[config.mk]
export PLATFORM = sky130hd
export DESIGN_NAME = sequence_player
export DESIGN_NICKNAME = d
export VERILOG_FILES = /design/src/rtl/genius_pkg.sv /design/src/rtl/lfsr16.sv /design/src/rtl/sequence_player.sv
export SDC_FILE = /design/constraint.sdc
export NUM_CORES = 1
export LEC_CHECK = 0
export BUFFER_PORTS_ARGS = -buffer_cell sky130_fd_sc_hd__buf_2
export CORE_ASPECT_RATIO = 0.6
export CORE_MARGIN = 8
export CORE_UTILIZATION = 53
export DETAILED_ROUTE_END_ITERATION = 10
export GPL_TIMING_DRIVEN = 0
export PLACE_DENSITY = 0.71
export SLEW_MARGIN = 20
export SYNTH_ARGS = -nofsm -noshare
export SYNTH_HDL_FRONTEND = slang
export SYNTH_SLANG_ARGS = --single-unit
[constraint.sdc]
create_clock -name clk -period 3.1 [get_ports clk]
set_input_delay 0.31 -clock clk [delete_from_list [all_inputs] [get_ports clk]]
set_output_delay 0.31 -clock clk [all_outputs]
set_load 0.02 [all_outputs]
[src/rtl/genius_pkg.sv]
// Shared Genius definitions: colour and player-state encodings, LFSR seed/taps
// and the LFSR step function used by both the sequence player and the input checker.
package genius_pkg;

  typedef enum logic [1:0] {
    GREEN  = 2'd0,
    RED    = 2'd1,
    YELLOW = 2'd2,
    BLUE   = 2'd3
  } color_t;

  typedef enum logic [1:0] {
    ST_IDLE = 2'd0,
    ST_ON   = 2'd1,
    ST_OFF  = 2'd2,
    ST_DONE = 2'd3
  } state_t;

  localparam logic [15:0] LFSR_DEFAULT_SEED = 16'hACE1;

  localparam int LFSR_TAP_A = 15;
  localparam int LFSR_TAP_B = 13;
  localparam int LFSR_TAP_C = 12;
  localparam int LFSR_TAP_D = 10;

  // Fibonacci step: shift left, XOR of the taps enters at bit 0.
  function automatic logic [15:0] lfsr_next(input logic [15:0] cur);
    return {cur[14:0], cur[LFSR_TAP_A] ^ cur[LFSR_TAP_B] ^ cur[LFSR_TAP_C] ^ cur[LFSR_TAP_D]};
  endfunction

  function automatic logic [3:0] color_onehot(input color_t c);
    return 4'b0001 << c;
  endfunction

endpackage

[src/rtl/lfsr16.sv]
// 16-bit Fibonacci LFSR with synchronous load; load takes priority over advance.
module lfsr16
  import genius_pkg::*;
(
  input  logic        clk,
  input  logic        rst_n,
  input  logic        load,
  input  logic [15:0] load_val,
  input  logic        advance,
  output logic [15:0] value
);

  always_ff @(posedge clk or negedge rst_n) begin
    if (!rst_n) begin
      value <= LFSR_DEFAULT_SEED;
    end else if (load) begin
      value <= load_val;
    end else if (advance) begin
      value <= lfsr_next(value);
    end
  end

endmodule

[src/rtl/sequence_player.sv]
// Plays the Genius colour sequence for the current round: each step lights one LED
// for ON_CYCLES, then stays dark for OFF_CYCLES; pulses done when the round is shown.
module sequence_player
  import genius_pkg::*;
#(
  parameter int DATA_WIDTH = 8,
  parameter int ON_CYCLES  = 25_000_000,
  parameter int OFF_CYCLES = 12_500_000
) (
  input  logic                  clk,
  input  logic                  rst_n,
  input  logic                  start,
  input  logic [DATA_WIDTH-1:0] level,
  input  logic [15:0]           seed,
  input  logic                  seed_load,
  output logic                  busy,
  output logic [3:0]            led,
  output logic [1:0]            color,
  output logic                  color_valid,
  output logic                  done
);

  localparam int MAX_CYCLES = (ON_CYCLES > OFF_CYCLES) ? ON_CYCLES : OFF_CYCLES;
  localparam int TIMER_W    = (MAX_CYCLES > 1) ? $clog2(MAX_CYCLES) : 1;
  localparam logic [TIMER_W-1:0] ON_RELOAD  = TIMER_W'(ON_CYCLES - 1);
  localparam logic [TIMER_W-1:0] OFF_RELOAD = TIMER_W'(OFF_CYCLES - 1);

  state_t                  state;
  logic [15:0]             seed_reg;
  logic [DATA_WIDTH-1:0]   level_q;
  logic [DATA_WIDTH-1:0]   step;
  logic [DATA_WIDTH-1:0]   step_next;
  logic [TIMER_W-1:0]      timer;
  logic [15:0]             lfsr_value;
  logic                    lfsr_load;
  logic                    lfsr_advance;
  color_t                  seed_color;
  color_t                  next_color;

  // Zero is a lock-up state for the LFSR, so it is replaced by the default seed.
  always_ff @(posedge clk or negedge rst_n) begin
    if (!rst_n) begin
      seed_reg <= LFSR_DEFAULT_SEED;
    end else if (seed_load) begin
      seed_reg <= (seed == 16'h0000) ? LFSR_DEFAULT_SEED : seed;
    end
  end

  lfsr16 u_lfsr (
    .clk      (clk),
    .rst_n    (rst_n),
    .load     (lfsr_load),
    .load_val (seed_reg),
    .advance  (lfsr_advance),
    .value    (lfsr_value)
  );

  // Outputs are registered, so the colour entering ON is looked up one step ahead.
  always_comb begin
    step_next    = step + DATA_WIDTH'(1);
    seed_color   = color_t'(2'(seed_reg));
    next_color   = color_t'(2'(lfsr_next(lfsr_value)));
    lfsr_load    = (state == ST_IDLE) && start && (level != '0);
    lfsr_advance = (state == ST_OFF) && (timer == '0) && (step_next != level_q);
  end

  always_ff @(posedge clk or negedge rst_n) begin
    if (!rst_n) begin
      state       <= ST_IDLE;
      level_q     <= '0;
      step        <= '0;
      timer       <= '0;
      busy        <= 1'b0;
      led         <= 4'b0000;
      color       <= 2'b00;
      color_valid <= 1'b0;
      done        <= 1'b0;
    end else begin
      color_valid <= 1'b0;
      done        <= 1'b0;
      case (state)
        ST_IDLE: begin
          if (start) begin
            if (level != '0) begin
              state       <= ST_ON;
              level_q     <= level;
              step        <= '0;
              timer       <= ON_RELOAD;
              busy        <= 1'b1;
              color       <= seed_color;
              led         <= color_onehot(seed_color);
              color_valid <= 1'b1;
            end else begin
              state <= ST_DONE;
              done  <= 1'b1;
            end
          end
        end
        ST_ON: begin
          if (timer == '0) begin
            state <= ST_OFF;
            timer <= OFF_RELOAD;
            led   <= 4'b0000;
          end else begin
            timer <= timer - TIMER_W'(1);
          end
        end
        ST_OFF: begin
          if (timer == '0) begin
            step <= step_next;
            if (step_next == level_q) begin
              state <= ST_DONE;
              busy  <= 1'b0;
              done  <= 1'b1;
            end else begin
              state       <= ST_ON;
              timer       <= ON_RELOAD;
              color       <= next_color;
              led         <= color_onehot(next_color);
              color_valid <= 1'b1;
            end
          end else begin
            timer <= timer - TIMER_W'(1);
          end
        end
        ST_DONE: begin
          state <= ST_IDLE;
        end
        default: begin
          state <= ST_IDLE;
        end
      endcase
    end
  end

endmodule

Word-level counts from Yosys, hierarchy flattened

Index checks and enable logic that the tools add are counted.

Register bits after elaboration: 84
Bits of input ports: 28
Logic and storage cells: 93

$add $sub $neg: 2
Equality and inequality tests: 12
Shifts and indexed selects: 2
Mux-type cells: 45
Bitwise gates (word level): 3
Reduce and logical (&&, ||, !) cells: 18

Operator list:

| cell                                                                    | count |
|---|---|
| 25-bit 2-to-1 mux                                                       | 5 |
| 25-bit one-hot mux with 3 select lines                                  | 1 |
| 16-bit 2-to-1 mux                                                       | 3 |
| 25-bit logical NOT                                                      | 1 |
| 25-bit by 1-bit subtractor with 25-bit output, second input constant    | 1 |
| 8-bit 2-to-1 mux                                                        | 3 |
| 4-bit 2-to-1 mux                                                        | 5 |
| 2-bit 2-to-1 mux                                                        | 9 |
| 16-bit logical NOT                                                      | 1 |
| 8-bit one-hot mux with 2 select lines                                   | 1 |
| 1-bit 2-to-1 mux                                                        | 12 |
| 4-bit one-hot mux with 3 select lines                                   | 1 |
| 5-bit AND reduction                                                     | 2 |
| 8-bit by 1-bit adder with 8-bit output, second input constant           | 1 |
| 8-bit equality test                                                     | 1 |
| 8-bit inequality test                                                   | 1 |
| 2-bit one-hot mux with 4 select lines                                   | 1 |
| 4-bit AND reduction                                                     | 2 |
| 8-bit nonzero test                                                      | 1 |
| 1-bit by 2-bit left shift with 4-bit output, first input constant       | 2 |
| 2-bit by 1-bit inequality test with 1-bit output, second input constant | 3 |
| 2-bit inequality test, second input constant                            | 3 |
| 1-bit one-hot mux with 2 select lines                                   | 3 |
| 3-bit AND reduction                                                     | 2 |
| 10 further kinds                                                        | 17 |

Depth between registers and ports, before layout

Gate-level depths: netlist of run 1.

Depth after elaboration: 7
Depth in mapped cells: 10
Depth with buffers taken out: 8

By module

From an unflattened synthesis of run 1, not the netlist that was laid out.

Cell total of the unflattened synthesis: 478
Area, all modules: 4620.7 um2

Modules (own cells, without submodules):

| module          | times used | cells an instance | area each (um2) |
|---|---|---|---|
| sequence_player | 1          | 405               | 3819.9 |
| lfsr16          | 1          | 73                | 800.8 |

Worst setup path after synthesis of run 1

OpenSTA, ideal clock, no wires.

Path kind: register to register
From: register timer[15]
To: register color[0]
Data arrival time: 2451 ps
Data required time: 2972 ps
Setup slack: 521 ps
Stages on the path, launching flop included: 9
Path buffers: 2
Clock period less this slack: 2579 ps
Cell sequence: dfrtp_1 -> or4_1 -> buf_2 -> nor4_4 -> and4_1 -> buf_6 -> o21ai_2 -> a21oi_2 -> mux2_1

Word-level cells in the longest chain between the ends: 3

RTL lines:

| item                                                              | RTL line               | text |
|---|---|---|
| start, declared                                                   | sequence_player.sv:33  | `logic [TIMER_W-1:0] timer;` |
| start signal, assigned                                            | sequence_player.sv:105 | `timer <= timer - TIMER_W'(1);` |
| start signal, assigned                                            | sequence_player.sv:123 | `timer <= timer - TIMER_W'(1);` |
| 25-bit logical NOT                                                | sequence_player.sv:109 | `if (timer == '0) begin` |
| 2-bit by 1-bit inequality test with 1-bit output (no source line) | n/a                    |  |
| 5-bit AND reduction (no source line)                              | n/a                    |  |
| end signal, assigned                                              | sequence_player.sv:90  | `color <= seed_color;` |
| end signal, assigned                                              | sequence_player.sv:118 | `color <= next_color;` |
| end, declared                                                     | sequence_player.sv:18  | `output logic [1:0] color,` |

Every way passes these cells.
A chain may end at the register's enable or synchronous reset.

Final worst setup path of run 1

From: register timer[15]
To: register timer[3]

Word-level cells in the longest chain between the ends: 3
Elaborated cells between the ends (all ways): 6
Classes of those cells: eq/ne (1); mux (3); reduce/logical (2)

RTL lines:

| item                                                                                           | RTL line |
|---|---|
| 25-bit logical NOT (*)                                                                         | sequence_player.sv:100, sequence_player.sv:109 |
| 3-bit inequality test (no source line) (tied with other cells)                                 | n/a |
| 4-bit AND reduction (no source line) or 25-bit one-hot mux with 3 select lines (tied branches) | n/a |

Mark *: on every way between the ends. The rest lies on a longest branch, timed or not.

==> impl_metrics.ini, run 1 <==
[grt]
grt_pass1_vias = 4208
antenna_found_initial = 0
grt_pass1_wl_um = 21800
track_usage = 0.211
overflow = 0
grt_max_degree = 51

[logic_synthesis]
synth_fa_ha_area_frac = 0.0176
avgSynthCellArea_um2 = 9.53
ys_warn_count = 0
netlist_area_mm2 = 0.00497
synth-seq-cells = 84
ys_top_cells_by_area = dfrtp_1 34%, dfstp_2 8.5%, mux2_2 5.2%, nand2_1 4.4%, o22a_1 3.9%
netlist.area_leader.share = 0.342
synthSimpleGateAreaFrac = 0.187
synth_area_leader_cell = dfrtp_1
async_reset_ff_frac = 1.00
synth_nets = 557
synth_top_family_by_area = compound AO/OA/AOI/OAI gates
synth_compound_area_frac = 0.234
muxShareOfSynthArea = 0.0714
yosysSeqAreaShare = 0.427
synth_edf_count = 0
ys.flop_type = dfrtp_1
synth_cell_types = 63
synth_xor_area_frac = 0.0194
synthCells = 522

[place]
port_buffers = 35
place_hpwl_um = 9840
gp_congestion = 0.883
dp.cells = 688

[final_layout]
largest_register_ffs = 25
layout-drive-gt1-share = 0.241
fin_nets = 607
insertedDiodeCount = 0
final_cell_count_no_fill = 707
syn2layout_area_growth_pct = 13.7

[clock_network]
cts_buffers = 9
tritoncts = yes
clk_pin_slew_ns = 0.06
cts_root_buf = clkbuf_16
clockBufferDepth = 2
cts_sinks = 84
clk-insertion-delay-late_ns = 0.34
htree_levels = 3

[floorplan]
die_w_um = 141
die-area_mm2 = 0.0128
core_area_mm2 = 0.00916
io_pins = 37
fp.dieH_um = 91.0
fp-row-count = 27
start_util = 0.543

[timing]
slew_violations = 0
worst_hold_slack_ns = 0.171
finalSetupViolCount = 0
max_freq_mhz = 348
final.setup.tns_ns = 0
final_hold_viol_count = 0
fin_skew_ns = 0.0110
worstMarginPinSlew_ns = 0.803
period_share = 0.928
max_slew_margin = 0.459
rsz0062_at_grt = no
fin_crit_ns = 2.88

[critical_path]
worstPathMaxFanout = 10
required_ns = 3.38
cp_common_cell = buf_2
setup.worst_path.end_class = flip-flop
cp_top_family = simple AND/OR/NAND/NOR gates
cp-startpoint = timer[15]
cp.arrival_ns = 3.16
critPathSlowestCell = or4_1
crit_path_start_kind = flip-flop
critPathMaxStageDelay_ns = 0.52
critical_path_class = reg -> reg
crit_buf_inv = 3
rr_startpoint = timer[15]
crit_chain = or4_1 > buf_2 > nor4_4 > buf_4 > a21o_1 > buf_2 > nor2_1 > a211oi_1 > o22a_1

[power]
p_total_mw = 5.31
p_leak_nw = 2.31
peakVddDrop_uv = 519
powerDensity_mw_per_mm2 = 940

[drt]
ant_nets = 0
drc = 0
vias = 4460
drtPass1Iterations = 6
wirelength_um = 13400
wire_per_inst_um = 19.0
drt_iter0_drc = 433
vias_per_cell = 6.31

[run_status]
status = finished clean

[min_path]
min_path_type = in -> reg
min_from = level[1]

[run]
cap_violations = 0
-- metrics by stage --
step	setup WS (ns)	cell area (um^2)	util
2_1_floorplan	0.521	4970	-
3_3_place_gp	0.153	5310	0.580
3_5_place_dp	0.0927	5340	0.583
4_1_cts	0.0380	5630	0.615
5_1_grt	0.0943	5660	0.618
6_report	0.223	5660	0.618
-- final timing paths --
check / to / slack (ns) / cells past startpoint
max: timer[3] / 0.22 / 9
min: level_q[1] / 0.17 / 3
max reg2reg: timer[3] / 0.22 / 9
min reg2reg: level_q[6] / 0.49 / 2
max in group asynchronous: u_lfsr.value[10] / 1.96 / 3
min in group asynchronous: seed_reg[9] / 0.49 / 2
-- cells by family after synthesis --
logic type / Yosys count
and+or+nand+nor: 188
AOI/OAI and AO/OA: 152
DFF: 84
buffers and inverters: 48
muxes: 32
xor gates and xnor gates: 11
adders and majority gates: 7
-- cells in the final DEF, fill, tap and decap left out, types with 3 or more instances in the layout --
cell type / synthesis / routed
nand2b_1: 3 / 3
nor2b_1: 6 / 6
buf_2: 9 / 43
a2bb2oi_1: 5 / 5
or4_1: 6 / 6
nor3_1: 10 / 10
ha_1: 7 / 7
dfstp_2: 16 / 16
a21boi_0: 3 / 3
nor4_1: 12 / 12
nand3_1: 21 / 21
or3_1: 4 / 4
mux2_1: 5 / 5
dfrtp_1: 68 / 68
buf_4: 3 / 6
a211oi_1: 13 / 13
mux2_2: 23 / 23
nand2_1: 58 / 58
mux2i_1: 4 / 4
o21ai_1: 9 / 9
clkbuf_1: 17 / 17
or2_2: 6 / 6
clkinvlp_4: 0 / 3
a31oi_1: 8 / 8
clkbuf_16: 0 / 9
inv_1: 16 / 16
o31ai_1: 4 / 4
a21oi_1: 26 / 25
o21ai_0: 15 / 15
nor2_1: 42 / 42
o211ai_2: 11 / 11
xnor2_1: 9 / 9
nand4_1: 7 / 7
o221a_2: 3 / 3
a32o_1: 3 / 3
o22a_1: 22 / 22
o211ai_1: 9 / 9
and3_1: 3 / 3
-- where the power goes --
group	internal [mW]	leakage, nW	total (mW)	switching [mW]
Clock	0.561	0.128	1.01	0.447
Combinational	0.995	1.17	2.52	1.52
Sequential	1.50	1.01	1.79	0.292
-- cells in the mapped netlist (12+ instances only) --
library cell and count:
a21oi_1 26, nand3_1 21, nor2_1 42, o22a_1 22, a211oi_1 13, nor4_1 12
o21ai_0 15, clkbuf_1 17, dfstp_2 16, nand2_1 58, mux2_2 23, inv_1 16
dfrtp_1 68
-- cell type report --
cell class	instances	area (um^2)
inverters	16	60.1
clock inverters	6	40.0
flip-flops and latches	84	2120
repair buffers	39	230
well taps	130	163
clock buffers	10	239
multi-input cells	390	2640
plain buffers	32	158
fillers	766	3500
-- per-layer routing --
metal / track usage / part of all wire
met2: 0.286 / 0.40
met5: 0 / 0
met1: 0.317 / 0.50
met3: 0.0601 / 0.092
met4: 0.0516 / 0.0081
-- timing repair --
action | in CTS | in global routing
setup buffers | 0 | 2
hold buffers | 1 | 0
hold endpoints to repair | 30 | 0
setup endpoints to repair | 0 | 14
gates resized for setup | 0 | 2
-- tightest hold or removal path: stages --
cell and delay (ns):
buf_2 0.08, nand2_1 0.04, nand2_1 0.04
(Power assumes the default switching activity.)
==> inputs of run 2 (changes only) <==
- CORE_MARGIN: 8 -> 2
- CORE_UTILIZATION: 53 -> 61
- PLACE_DENSITY: 0.71 -> 0.8
==> run 2 against run 1 <==
Net effect: clock power rose by 26%; wire length fell by 0.43%; cell area rose by 0.60%; non-clock buffer count did not move; sequential share of layout area fell by 0.22 points; first-iteration DRC count rose by 7.6%; via count fell by 0.99%; critical path depth fell by 1; count of clock-buffer cells in the layout fell by 1; worst setup slack got worse by 0.043 ns; final cell count fell by 3.1%.
==> impl_metrics.ini, run 2 (synthesized netlist as in run 1, its figures left out) <==
[run_status]
status = finished clean

[drt]
drc = 0
drt_iter0_drc = 466
wirelength_um = 13400
drtPass1Iterations = 5
wire_per_inst_um = 19.5
vias_per_cell = 6.45
ant_nets = 0
vias = 4416

[grt]
overflow = 0
grt_pass1_vias = 4183
track_usage = 0.321
grt_max_degree = 53
grt_pass1_wl_um = 21800
antenna_found_initial = 0

[final_layout]
syn2layout_area_growth_pct = 14.4
final_common_cell = dfrtp_1
final_cell_count_no_fill = 685
multi_input_area_mm2 = 0.00264
fillCellCount = 568
largest_register_ffs = 25
insertedDiodeCount = 0
final_area_mm2 = 0.00569
most-common-layout-cells = 68 x dfrtp_1, 58 x nand2_1, 43 x buf_2, 42 x nor2_1, 25 x a21oi_1
final_util = 0.722
fin_nets = 607
layout-drive-gt1-share = 0.241
ff_latch_area_mm2 = 0.00212

[power]
powerDensity_mw_per_mm2 = 984
seq_power_share = 0.320
peakVddDrop_uv = 543
combPwrFrac = 0.454
intPower_mw = 3.28
p_sw_mw = 2.31
p_leak_nw = 2.35
pwr-share-clk = 0.226
swShare = 0.413

[floorplan]
core_area_mm2 = 0.00788
die_w_um = 121
io_pins = 37
fp-row-count = 25
fp.dieH_um = 73.9
start_util = 0.631
die-area_mm2 = 0.00892

[place]
gp_congestion = 0.922
dp.cells = 666
place_area_mm2 = 0.00531
port_buffers = 35
dp_slack_ns = 0.0943
place_hpwl_um = 9550

[timing]
max_slew_margin = 0.431
final.setup.tns_ns = 0
layout_setup_ws_ns = 0.180
rsz0062_at_grt = no
fin_crit_ns = 2.92
worstMarginPinSlew_ns = 0.845
fin_skew_ns = 0.00702
slew_violations = 0
max_freq_mhz = 342
period_share = 0.942
final_hold_viol_count = 0
finalSetupViolCount = 0

[clock_network]
clk_pin_slew_ns = 0.06
tritoncts = yes
cts_sinks = 84
htree_levels = 3
cts_root_buf = clkbuf_16
clockBufferDepth = 2
clk-insertion-delay-late_ns = 0.35
cts_buffers = 9

[critical_path]
rr_startpoint = timer[15]
setup.worst_path.end_class = flip-flop
crit_path_start_kind = flip-flop
critical_path_class = reg -> reg
cp.arrival_ns = 3.15
required_ns = 3.33
cp-startpoint = timer[15]
worstPathMaxFanout = 10

[min_path]
min_path_type = in -> reg
min_from = level[7]

[run]
cap_violations = 0
## run 2: repair_timing
action,in CTS,in global routing
hold buffers,1,0
buffers inserted,0,2
endpoints found under the setup margin,0,8
hold endpoints to repair,30,0
resized for setup,0,1
## run 2: worst max-delay path: stages, from the launching register on
cell	delay, ns
dfrtp_1	0.44
or4_1	0.53
buf_2	0.18
nor4_4	0.37
and4_1	0.27
buf_6	0.18
o21ai_2	0.21
a21oi_2	0.27
mux2_1	0.35
## run 2: worst paths after layout
| path | end | slack [ns] | cells after the start |
|---|---|---|---|
| min in group asynchronous | seed_reg[8] | 0.44 | 2 |
| worst max register to register | color[0] | 0.18 | 8 |
| worst min-delay path | level_q[7] | 0.17 | 3 |
| worst min register to register | busy | 0.50 | 1 |
| worst max-delay path | color[0] | 0.18 | 8 |
| max in group asynchronous | u_lfsr.value[13] | 2.00 | 3 |
## run 2: metal layers
metal,track usage,up-vias,share of wire
li1,-,2049,-
met1,0.483,2102,0.46
met2,0.446,240,0.41
met3,0.0997,25,0.12
met4,0.0956,0,0.014
met5,0,-,0
## run 2: power groups by stage
stage / sequential [mW] / clock [mW] / combinational (mW)
global route: 1.83 / 1.31 / 2.75
floorplan: 1.75 / 0 / 1.80
global placement: 1.77 / 0 / 2.34
finish: 1.79 / 1.27 / 2.54
CTS: 1.77 / 1.27 / 2.47
detailed placement: 1.79 / 0 / 2.44
## run 2: final cells by class
| class | instances | area share |
|---|---|---|
| buffer | 32 | 0.0277 |
| timing repair buffer | 39 | 0.0405 |
| sequential | 84 | 0.373 |
| inverter | 16 | 0.0106 |
| tap | 108 | 0.0238 |
| clock inverter | 7 | 0.0213 |
| clock buffer | 9 | 0.0396 |
| multi-input combinational | 390 | 0.464 |
## run 2: stage by stage
stage | total power, mW | hold WS, ns
floorplan | 3.56 | 0.0144
CTS | 5.51 | 0.174
finish | 5.60 | 0.168
global placement | 4.11 | 0.471
global route | 5.89 | 0.192
detailed placement | 4.22 | 0.291
